==> src/rtl/image_seq_pkg.sv <==
// Shared types for the camera-frame / touch sequencer: FSM states, calibration modes,
// default coordinate width and a saturating counter helper.
package image_seq_pkg;

    localparam int CW_DEF = 10;

    typedef enum logic [1:0] {
        IDLE = 2'd0,
        REQ  = 2'd1,
        WAIT = 2'd2,
        EVAL = 2'd3
    } state_e;

    typedef enum logic [1:0] {
        NORMAL = 2'd0,
        CAL_TL = 2'd1,
        CAL_BR = 2'd2
    } mode_e;

    function automatic logic [7:0] sat_add8(input logic [7:0] a, input logic [1:0] b);
        logic [8:0] s;
        s = {1'b0, a} + {7'b0, b};
        return s[8] ? 8'hFF : s[7:0];
    endfunction

endpackage

==> src/rtl/frame_debounce.sv <==
// Consecutive-touch-frame counter with lift (released) tracking; accept_o is combinational
// in the eval cycle. calib_i outranks everything and demands a lift before the next accept.
module frame_debounce
    import image_seq_pkg::*;
#(
    parameter int STABLE_FRAMES = 3
) (
    input  logic clock_i,
    input  logic reset_ni,
    input  logic calib_i,
    input  logic flush_i,
    input  logic eval_i,
    input  logic touch_i,
    output logic accept_o
);

    localparam int NW = $clog2(STABLE_FRAMES + 1);
    localparam logic [NW-1:0] CNT_MAX  = NW'(STABLE_FRAMES);
    localparam logic [NW-1:0] CNT_LAST = NW'(STABLE_FRAMES - 1);

    logic [NW-1:0] count_q, count_d;
    logic          released_q, released_d;

    always_comb begin
        count_d    = count_q;
        released_d = released_q;
        accept_o   = 1'b0;
        if (calib_i) begin
            count_d    = '0;
            released_d = 1'b0;
        end else if (flush_i) begin
            count_d = '0;
        end else if (eval_i) begin
            if (touch_i) begin
                if (count_q != CNT_MAX) count_d = count_q + 1'b1;
                // Only the frame that completes the run may accept; longer holds stay silent.
                if (count_q == CNT_LAST && released_q) begin
                    accept_o   = 1'b1;
                    released_d = 1'b0;
                end
            end else begin
                count_d    = '0;
                released_d = 1'b1;
            end
        end
    end

    always_ff @(posedge clock_i or negedge reset_ni) begin
        if (!reset_ni) begin
            count_q    <= '0;
            released_q <= 1'b1;
        end else begin
            count_q    <= count_d;
            released_q <= released_d;
        end
    end

endmodule

==> src/rtl/touch_calib_sequencer.sv <==
// Frame-level controller for image_process: one frame_available per frame (2 cycles after tick), debounced
// touches and two-corner calibration. TOUCH_AVG_EN averages each accepted touch with the previous one.
module touch_calib_sequencer
    import image_seq_pkg::*;
#(
    parameter int STABLE_FRAMES = 3,
    parameter int TIMEOUT       = 1024,
    parameter int CW            = CW_DEF
) (
    input  logic          clock_i,
    input  logic          reset_ni,
    input  logic          frame_tick_i,
    input  logic          calib_req_i,
    input  logic          raw_sel_i,
    input  logic          touch_i,
    input  logic          touch_ready_i,
    input  logic [CW-1:0] touch_h_i,
    input  logic [CW-1:0] touch_v_i,
    output logic          frame_available_o,
    output logic          display_raw_o,
    output logic          blank_frame_o,
    output logic          write_top_left_o,
    output logic          write_bottom_right_o,
    output logic          calib_done_o,
    output logic          touch_valid_o,
    output logic [CW-1:0] touch_x_o,
    output logic [CW-1:0] touch_y_o,
    output logic [7:0]    overrun_cnt_o
);

    localparam int TW = $clog2(TIMEOUT);
    localparam logic [TW-1:0] TMO_LAST = TW'(TIMEOUT - 1);

    state_e        state_q, state_d;
    mode_e         mode_q, mode_d;
    logic          pending_q, pending_d;
    logic [TW-1:0] tmo_q, tmo_d;
    logic          smp_touch_q;
    logic [CW-1:0] smp_h_q, smp_v_q;
    logic          fa_q, fa_d;
    logic          raw_q, raw_d;
    logic          done_q, done_d;
    logic          tv_q, tv_d;
    logic          wtl_q, wtl_d;
    logic          wbr_q, wbr_d;
    logic [CW-1:0] tx_q, tx_d, ty_q, ty_d;
    logic [7:0]    ovr_q, ovr_d;
    logic          eval, tmo_hit, drop, accept;
    logic [CW-1:0] new_x, new_y;

    frame_debounce #(.STABLE_FRAMES(STABLE_FRAMES)) u_debounce (
        .clock_i  (clock_i),
        .reset_ni (reset_ni),
        .calib_i  (calib_req_i),
        .flush_i  (tmo_hit),
        .eval_i   (eval),
        .touch_i  (smp_touch_q),
        .accept_o (accept)
    );

`ifdef TOUCH_AVG_EN
    logic          have_prev_q;
    logic [CW:0]   sum_x, sum_y;
    assign sum_x = {1'b0, tx_q} + {1'b0, smp_h_q};
    assign sum_y = {1'b0, ty_q} + {1'b0, smp_v_q};
    assign new_x = have_prev_q ? sum_x[CW:1] : smp_h_q;
    assign new_y = have_prev_q ? sum_y[CW:1] : smp_v_q;

    // Averaging history restarts after reset and after each completed calibration.
    always_ff @(posedge clock_i or negedge reset_ni) begin
        if (!reset_ni)  have_prev_q <= 1'b0;
        else if (wbr_d) have_prev_q <= 1'b0;
        else if (tv_d)  have_prev_q <= 1'b1;
    end
`else
    assign new_x = smp_h_q;
    assign new_y = smp_v_q;
`endif

    always_comb begin
        state_d   = state_q;
        pending_d = pending_q;
        tmo_d     = tmo_q;
        fa_d      = 1'b0;
        eval      = 1'b0;
        tmo_hit   = 1'b0;
        drop      = 1'b0;
        case (state_q)
            IDLE: if (frame_tick_i || pending_q) begin
                state_d   = REQ;
                pending_d = 1'b0;
            end
            REQ: begin
                fa_d    = 1'b1;
                tmo_d   = '0;
                state_d = WAIT;
            end
            WAIT: if (touch_ready_i) begin
                state_d = EVAL;
            end else if (tmo_q == TMO_LAST) begin
                state_d = IDLE;
                tmo_hit = 1'b1;
            end else begin
                tmo_d = tmo_q + 1'b1;
            end
            EVAL: begin
                eval    = 1'b1;
                state_d = IDLE;
            end
            default: state_d = IDLE;
        endcase
        // One frame may queue while busy; anything beyond that is lost.
        if (frame_tick_i && state_q != IDLE) begin
            if (pending_q) drop = 1'b1;
            else           pending_d = 1'b1;
        end
    end

    always_comb begin
        mode_d = mode_q;
        done_d = done_q;
        tv_d   = 1'b0;
        wtl_d  = 1'b0;
        wbr_d  = 1'b0;
        tx_d   = tx_q;
        ty_d   = ty_q;
        if (calib_req_i) begin
            mode_d = CAL_TL;
            done_d = 1'b0;
        end else if (accept) begin
            case (mode_q)
                CAL_TL: begin
                    wtl_d  = 1'b1;
                    mode_d = CAL_BR;
                end
                CAL_BR: begin
                    wbr_d  = 1'b1;
                    mode_d = NORMAL;
                    done_d = 1'b1;
                end
                default: begin
                    tv_d = 1'b1;
                    tx_d = new_x;
                    ty_d = new_y;
                end
            endcase
        end
        raw_d = raw_sel_i && (mode_d == NORMAL);
        ovr_d = sat_add8(ovr_q, {1'b0, drop} + {1'b0, tmo_hit});
    end

    always_ff @(posedge clock_i or negedge reset_ni) begin
        if (!reset_ni) begin
            state_q     <= IDLE;
            mode_q      <= NORMAL;
            pending_q   <= 1'b0;
            tmo_q       <= '0;
            smp_touch_q <= 1'b0;
            smp_h_q     <= '0;
            smp_v_q     <= '0;
            fa_q        <= 1'b0;
            raw_q       <= 1'b0;
            done_q      <= 1'b0;
            tv_q        <= 1'b0;
            wtl_q       <= 1'b0;
            wbr_q       <= 1'b0;
            tx_q        <= '0;
            ty_q        <= '0;
            ovr_q       <= '0;
        end else begin
            state_q   <= state_d;
            mode_q    <= mode_d;
            pending_q <= pending_d;
            tmo_q     <= tmo_d;
            if (state_q == WAIT && touch_ready_i) begin
                smp_touch_q <= touch_i;
                smp_h_q     <= touch_h_i;
                smp_v_q     <= touch_v_i;
            end
            fa_q   <= fa_d;
            raw_q  <= raw_d;
            done_q <= done_d;
            tv_q   <= tv_d;
            wtl_q  <= wtl_d;
            wbr_q  <= wbr_d;
            tx_q   <= tx_d;
            ty_q   <= ty_d;
            ovr_q  <= ovr_d;
        end
    end

    assign frame_available_o    = fa_q;
    assign display_raw_o        = raw_q;
    assign blank_frame_o        = (mode_q != NORMAL);
    assign write_top_left_o     = wtl_q;
    assign write_bottom_right_o = wbr_q;
    assign calib_done_o         = done_q;
    assign touch_valid_o        = tv_q;
    assign touch_x_o            = tx_q;
    assign touch_y_o            = ty_q;
    assign overrun_cnt_o        = ovr_q;

endmodule

==> config.mk <==
export PLATFORM = sky130hd
export DESIGN_NAME = touch_calib_sequencer
export DESIGN_NICKNAME = d
export VERILOG_FILES = /design/src/rtl/image_seq_pkg.sv /design/src/rtl/frame_debounce.sv /design/src/rtl/touch_calib_sequencer.sv
export SDC_FILE = /design/constraint.sdc
export NUM_CORES = 1
export LEC_CHECK = 0
export CAP_MARGIN = 10
export CORE_MARGIN = 2
export CORE_UTILIZATION = 55
export CTS_CLUSTER_SIZE = 25
export DETAILED_ROUTE_END_ITERATION = 16
export PLACE_DENSITY = 0.82
export SYNTH_ARGS = -nofsm -noshare
export SYNTH_HDL_FRONTEND = slang
export SYNTH_HIERARCHICAL = 1
export SYNTH_SLANG_ARGS = --single-unit
==> constraint.sdc <==
create_clock -name clock_i -period 7.5 [get_ports clock_i]
set_input_delay 2.25 -clock clock_i [delete_from_list [all_inputs] [get_ports clock_i]]
set_output_delay 2.25 -clock clock_i [all_outputs]
set_load 0.05 [all_outputs]
**Yosys cells after proc, flatten, opt, wreduce, memory -nomap -nowiden**

Cells that the tools add are included.

- $add $sub $neg: 4
- Eq/ne operators: 15
- Muxes and demuxes: 49
- Bitwise operators: 2
- Reductions and logical operators: 21

Operators with widths:

| kind | number |
|---|---|
| two-way mux 1 bit | 33 |
| two-way mux 10 bit | 2 |
| two-way mux 2 bit | 10 |
| one-hot mux 10 bit (2 select lines) | 1 |
| nonzero test 2 bit | 6 |
| adder 10 x 1 -> 10 bit, second input constant | 1 |
| == test 10 bit, second input constant | 1 |
| inequality test 2 bit, second input constant | 5 |
| adder 8 x 2 -> 9 bit | 1 |
| AND reduction 3 bit | 3 |
| == test 2 bit, second input constant | 4 |
| two-way mux 8 bit | 1 |
| one-hot mux 2 bit (4 select lines) | 1 |
| AND reduction 2 bit | 3 |
| == test 2 x 1 -> 1 bit, second input constant | 2 |
| logical AND 1 bit | 4 |
| zero test 2 bit | 2 |
| inequality test 4 x 2 -> 1 bit, second input constant | 1 |
| one-hot mux 2 bit (2 select lines) | 1 |
| inequality test 3 x 2 -> 1 bit, second input constant | 1 |
| inequality test 3 bit, second input constant | 1 |
| nonzero test 3 bit | 1 |
| adder 1 x 1 -> 2 bit | 1 |
| adder 2 x 1 -> 2 bit, second input constant | 1 |
| 3 further kinds | 4 |

- Register bits: 73
- Input bits: 27
- Logic and storage cells: 109

**Longest topological paths before layout**

- Depth after elaboration: 11
- Gate-level depth with buffers: 10
- Mapped depth without buffers: 10

**By module**

The synthesis kept the hierarchy.

Modules (own cells, without submodules):

| module | times used | cells each | area each (um^2) | seq. area each (um^2) |
|---|---|---|---|---|
| touch_calib_sequencer | 1 | 229 | 2975.4 | 1751.7 |
| frame_debounce | 1 | 21 | 205.2 | 76.3 |

**Worst setup path before layout**

Ideal clock, no wire load.

- Path kind: input-to-reg
- Start: input touch_ready_i
- End: register tx_q[0], in the netlist touch_x_o[0]
- Data arrival time: 4.021 ns
- Setup slack: 3.354 ns
- Cell stages on the path: 9
- Buffers on the path: 1
- Cells stage by stage: nor3b_1 > nand4_1 > inv_1 > or2_1 > nor3_1 > nor2b_1 > nor2b_1 > buf_2 > mux2_2

- Cells in the longest elaborated chain, start to end: 5

RTL lines:

| what | line | text |
|---|---|---|
| start: declaration | touch_calib_sequencer.sv:16 | `input logic touch_ready_i,` |
| two-way mux 1 bit | touch_calib_sequencer.sv:98 | `WAIT: if (touch_ready_i) begin` |
| two-way mux 1 bit | touch_calib_sequencer.sv:88 | `case (state_q)` |
| via tmo_hit | touch_calib_sequencer.sv:48 | `logic eval, tmo_hit, drop, accept;` |
| two-way mux 1 bit | frame_debounce.sv:31 | `end else if (flush_i) begin` |
| two-way mux 1 bit | frame_debounce.sv:28 | `if (calib_i) begin` |
| via accept | touch_calib_sequencer.sv:48 |  |
| AND reduction 3 bit (no source line) | n/a |  |
| end signal: assignment | touch_calib_sequencer.sv:186 | `tx_q <= tx_d;` |
| end: declaration | touch_calib_sequencer.sv:46 | `logic [CW-1:0] tx_q, tx_d, ty_q, ty_d;` |

The timed path passes the listed nets, and every way through them passes these cells.
A chain may end at the register's enable or synchronous reset.

**Worst setup path in the final report**

- Start: input touch_ready_i
- End: register tx_q[8], in the netlist touch_x_o[8]

The elaborated chain is that of the path after synthesis.

==> impl_metrics.py <==
metrics = {
    "outcome": {
        "outcome": "completed",
    },
    "final_layout": {
        "syn_to_final_growth_pct": 27.6,
        "drive_gt1_share_pct": 20.6,
        "design_area_mm2": 0.00406,
        "final_cells": 393,
        "final_nets": 352,
        "fill_cells": 378,
        "final_cell_mix": "72 x dfrtp_1, 60 x clkdlybuf4s50_1, 41 x mux2_2, 13 x nand2_1, 13 x nand3_1",
        "diodes": 0,
        "regArea_mm2": 0.00183,
        "final_core_util_pct": 73.2,
        "final_common_cell": "dfrtp_1",
        "multi_input_area_mm2": 0.00127,
    },
    "global_route": {
        "grt_pass1_wl_um": 9910,
        "grt.overflow.total": 0,
        "grt_max_degree": 74,
        "grt_usage_pct": 20.5,
        "antenna_found_initial": 0,
        "grt_pass1_vias": 2125,
    },
    "critical_path": {
        "max_stage_delay_ps": 830,
        "slowest_stage": "nor2b_2",
        "critPathTopFamily": "simple AND/OR/NAND/NOR gates",
        "arrival_ps": 5380,
        "crit_path_end_kind": "register",
        "cp_num_cells": 9,
        "cp_num_buf_inv": 2,
        "path_max_fanout": 21,
        "r2r_cells": 9,
        "critical_path.startpoint_type": "primary input",
        "crit_chain": "clkdlybuf4s50_1 > nor3b_1 > nand4_1 > inv_1 > or2_1 > nor3_1 > nor2b_1 > nor2b_2 > mux2_2",
        "critPathKind": "primary input to register",
        "critPathRequiredTime_ps": 7730,
    },
    "place": {
        "gp_congestion": 0.828,
        "pre_cts_ws_ps": 1990,
        "numPortBuffers": 61,
        "placed_cells": 377,
        "dp_hpwl_um": 4060,
        "placed_cell_area_mm2": 0.00385,
    },
    "detailed_routing": {
        "ant_nets": 0,
        "firstDrtPassIters": 4,
        "num_vias": 2213,
        "drt_wl_total_um": 6070,
        "first_iter_violations": 147,
        "drc": 0,
        "avgViaCountPerCell": 5.63,
        "wl_per_cell_um": 15.5,
    },
    "cts": {
        "clk_path_buf_depth": 2,
        "root_buffer": "clkbuf_8",
        "numCtsBuffers": 9,
        "worst_skew_pair.late_latency_ps": 340,
        "cts.repair.resized": 0,
        "post_cts_buffers": 0,
        "cts_tree": "built",
        "cts_htree_levels": 3,
        "cts.clk_slew.worst_paths_ps": 70,
        "cts_sinks": 73,
        "hold_buffers": 0,
    },
    "worst_hold_path": {
        "worstHoldPathType": "register to register",
        "hold_depth": 1,
    },
    "power_and_ir_drop": {
        "power.total_mw": 1.17,
        "seqPwrFrac_pct": 48.0,
        "power_frac_comb_pct": 25.0,
        "irDropWorstVdd_mv": 0.193,
        "p_sw_uw": 367,
        "pwr-share-clk_pct": 27.0,
        "netSwitchingFraction_pct": 31.5,
        "p_int_uw": 799,
        "leakagePower_nw": 1.83,
        "powerDensity_mw_per_mm2": 287,
    },
    "sta": {
        "slew-limit-headroom_pct": 33.0,
        "fin_crit_ps": 5150,
        "slew_violations": 0,
        "hold_viol_final": 0,
        "worst_slew_pin_slew_ps": 1000,
        "fmax_ghz": 0.194,
        "setup_slack_ps": 2350,
        "rsz0062_at_grt": "no",
        "finClkSkew_ps": 7.42,
        "whs_ps": 503,
        "fin_tns_setup_ps": 0,
        "timing.final.crit_share_pct": 68.7,
        "setup_viol": 0,
    },
    "synthesis": {
        "synth-seq-area-share_pct": 57.5,
        "ys_ff_latch": 73,
        "postSynthCellCount": 250,
        "synth_cell_types": 47,
        "synth_edf_count": 0,
        "synth_ff_type": "dfrtp_1",
        "syn-cell-area_mm2": 0.00318,
        "yosysWarnings": 6,
        "avgSynthCellArea_um2": 12.7,
        "async_flop_share_pct": 100,
        "syn_nets": 286,
    },
    "die": {
        "die_area_mm2": 0.00641,
        "io_pins": 62,
        "core-area_mm2": 0.00554,
        "die_height_um": 80.0,
        "rows": 27,
        "initial_utilization_pct": 57.4,
        "dieWidth_um": 80.0,
    },
    "job": {
        "drv_cap": 0,
    },
}
synthesized netlist by cell type, types with 5 or more instances:
cell type	number	area, um^2
and3_1	6	37.5
dfrtp_1	72	1800
nand2_1	13	48.8
a21oi_1	5	25.0
mux2_2	41	462
ha_1	8	100
nor3_1	7	35.0
nand3_1	13	65.1
inv_1	12	45.0
o21ai_0	5	25.0
kinds of logic after synthesis:
group	Yosys count	share of synthesized area, %
AND/OR/NAND/NOR	71	12.9
adder cells (fa/ha/maj)	9	3.78
XOR/XNOR	2	0.551
AO/OA/AOI/OAI	33	7.71
flip-flops	73	57.5
multiplexers	42	14.8
buffers and inverters	20	2.75
routing by layer:
metal / GRT usage [%] / routed length (um) / share of wire (%) / vias to the layer above
met1: 27.4 / 2620 / 43 / 1104
met5: 0 / 0 / 0 / -
met2: 30.8 / 2990 / 49 / 65
met4: 9.15 / 97 / 1.6 / 0
li1: - / - / - / 1037
met3: 6.45 / 364 / 6.0 / 7
power by group through the flow:
stage	Combinational, mW	Clock (mW)	Sequential (mW)
2_1_floorplan	0.173	0	0.591
3_3_place_gp	0.287	0	0.559
3_5_place_dp	0.294	0	0.564
4_1_cts	0.295	0.324	0.558
5_1_grt	0.316	0.339	0.571
6_report	0.291	0.315	0.559
registers in the layout (all words and copies together) (netlist names):
name and count:
new_x 10, new_y 10, tmo_q 10, touch_x_o 10, touch_y_o 10, overrun_cnt_o 8
mode_q 2, state_q 2, u_debounce/count_q 2, calib_done_o 1, display_raw_o 1, frame_available_o 1
pending_q 1, smp_touch_q 1, touch_valid_o 1, u_debounce/released_q 1, write_bottom_right_o 1, write_top_left_o 1
final timing paths:
check / startpoint / end / slack [ps]
worst max register to register: tmo_q[0] / touch_x_o[8] / 4060
worst min-delay path: calib_done_o / calib_done_o / 500
min in group asynchronous: reset_ni / overrun_cnt_o[7] / 2110
max in group asynchronous: reset_ni / new_x[5] / 4840
worst max-delay path: touch_ready_i / touch_x_o[8] / 2350
worst min register to register: calib_done_o / calib_done_o / 500
cell type report:
type | count | share of cell area, %
well taps | 72 | 2.22
flip-flops and latches | 73 | 45.1
clock buffers | 12 | 3.82
repair buffers | 63 | 15.3
clock inverters | 4 | 1.26
multi-input cells | 157 | 31.2
inverters | 12 | 1.11
Power figures use the tool's default switching activity.
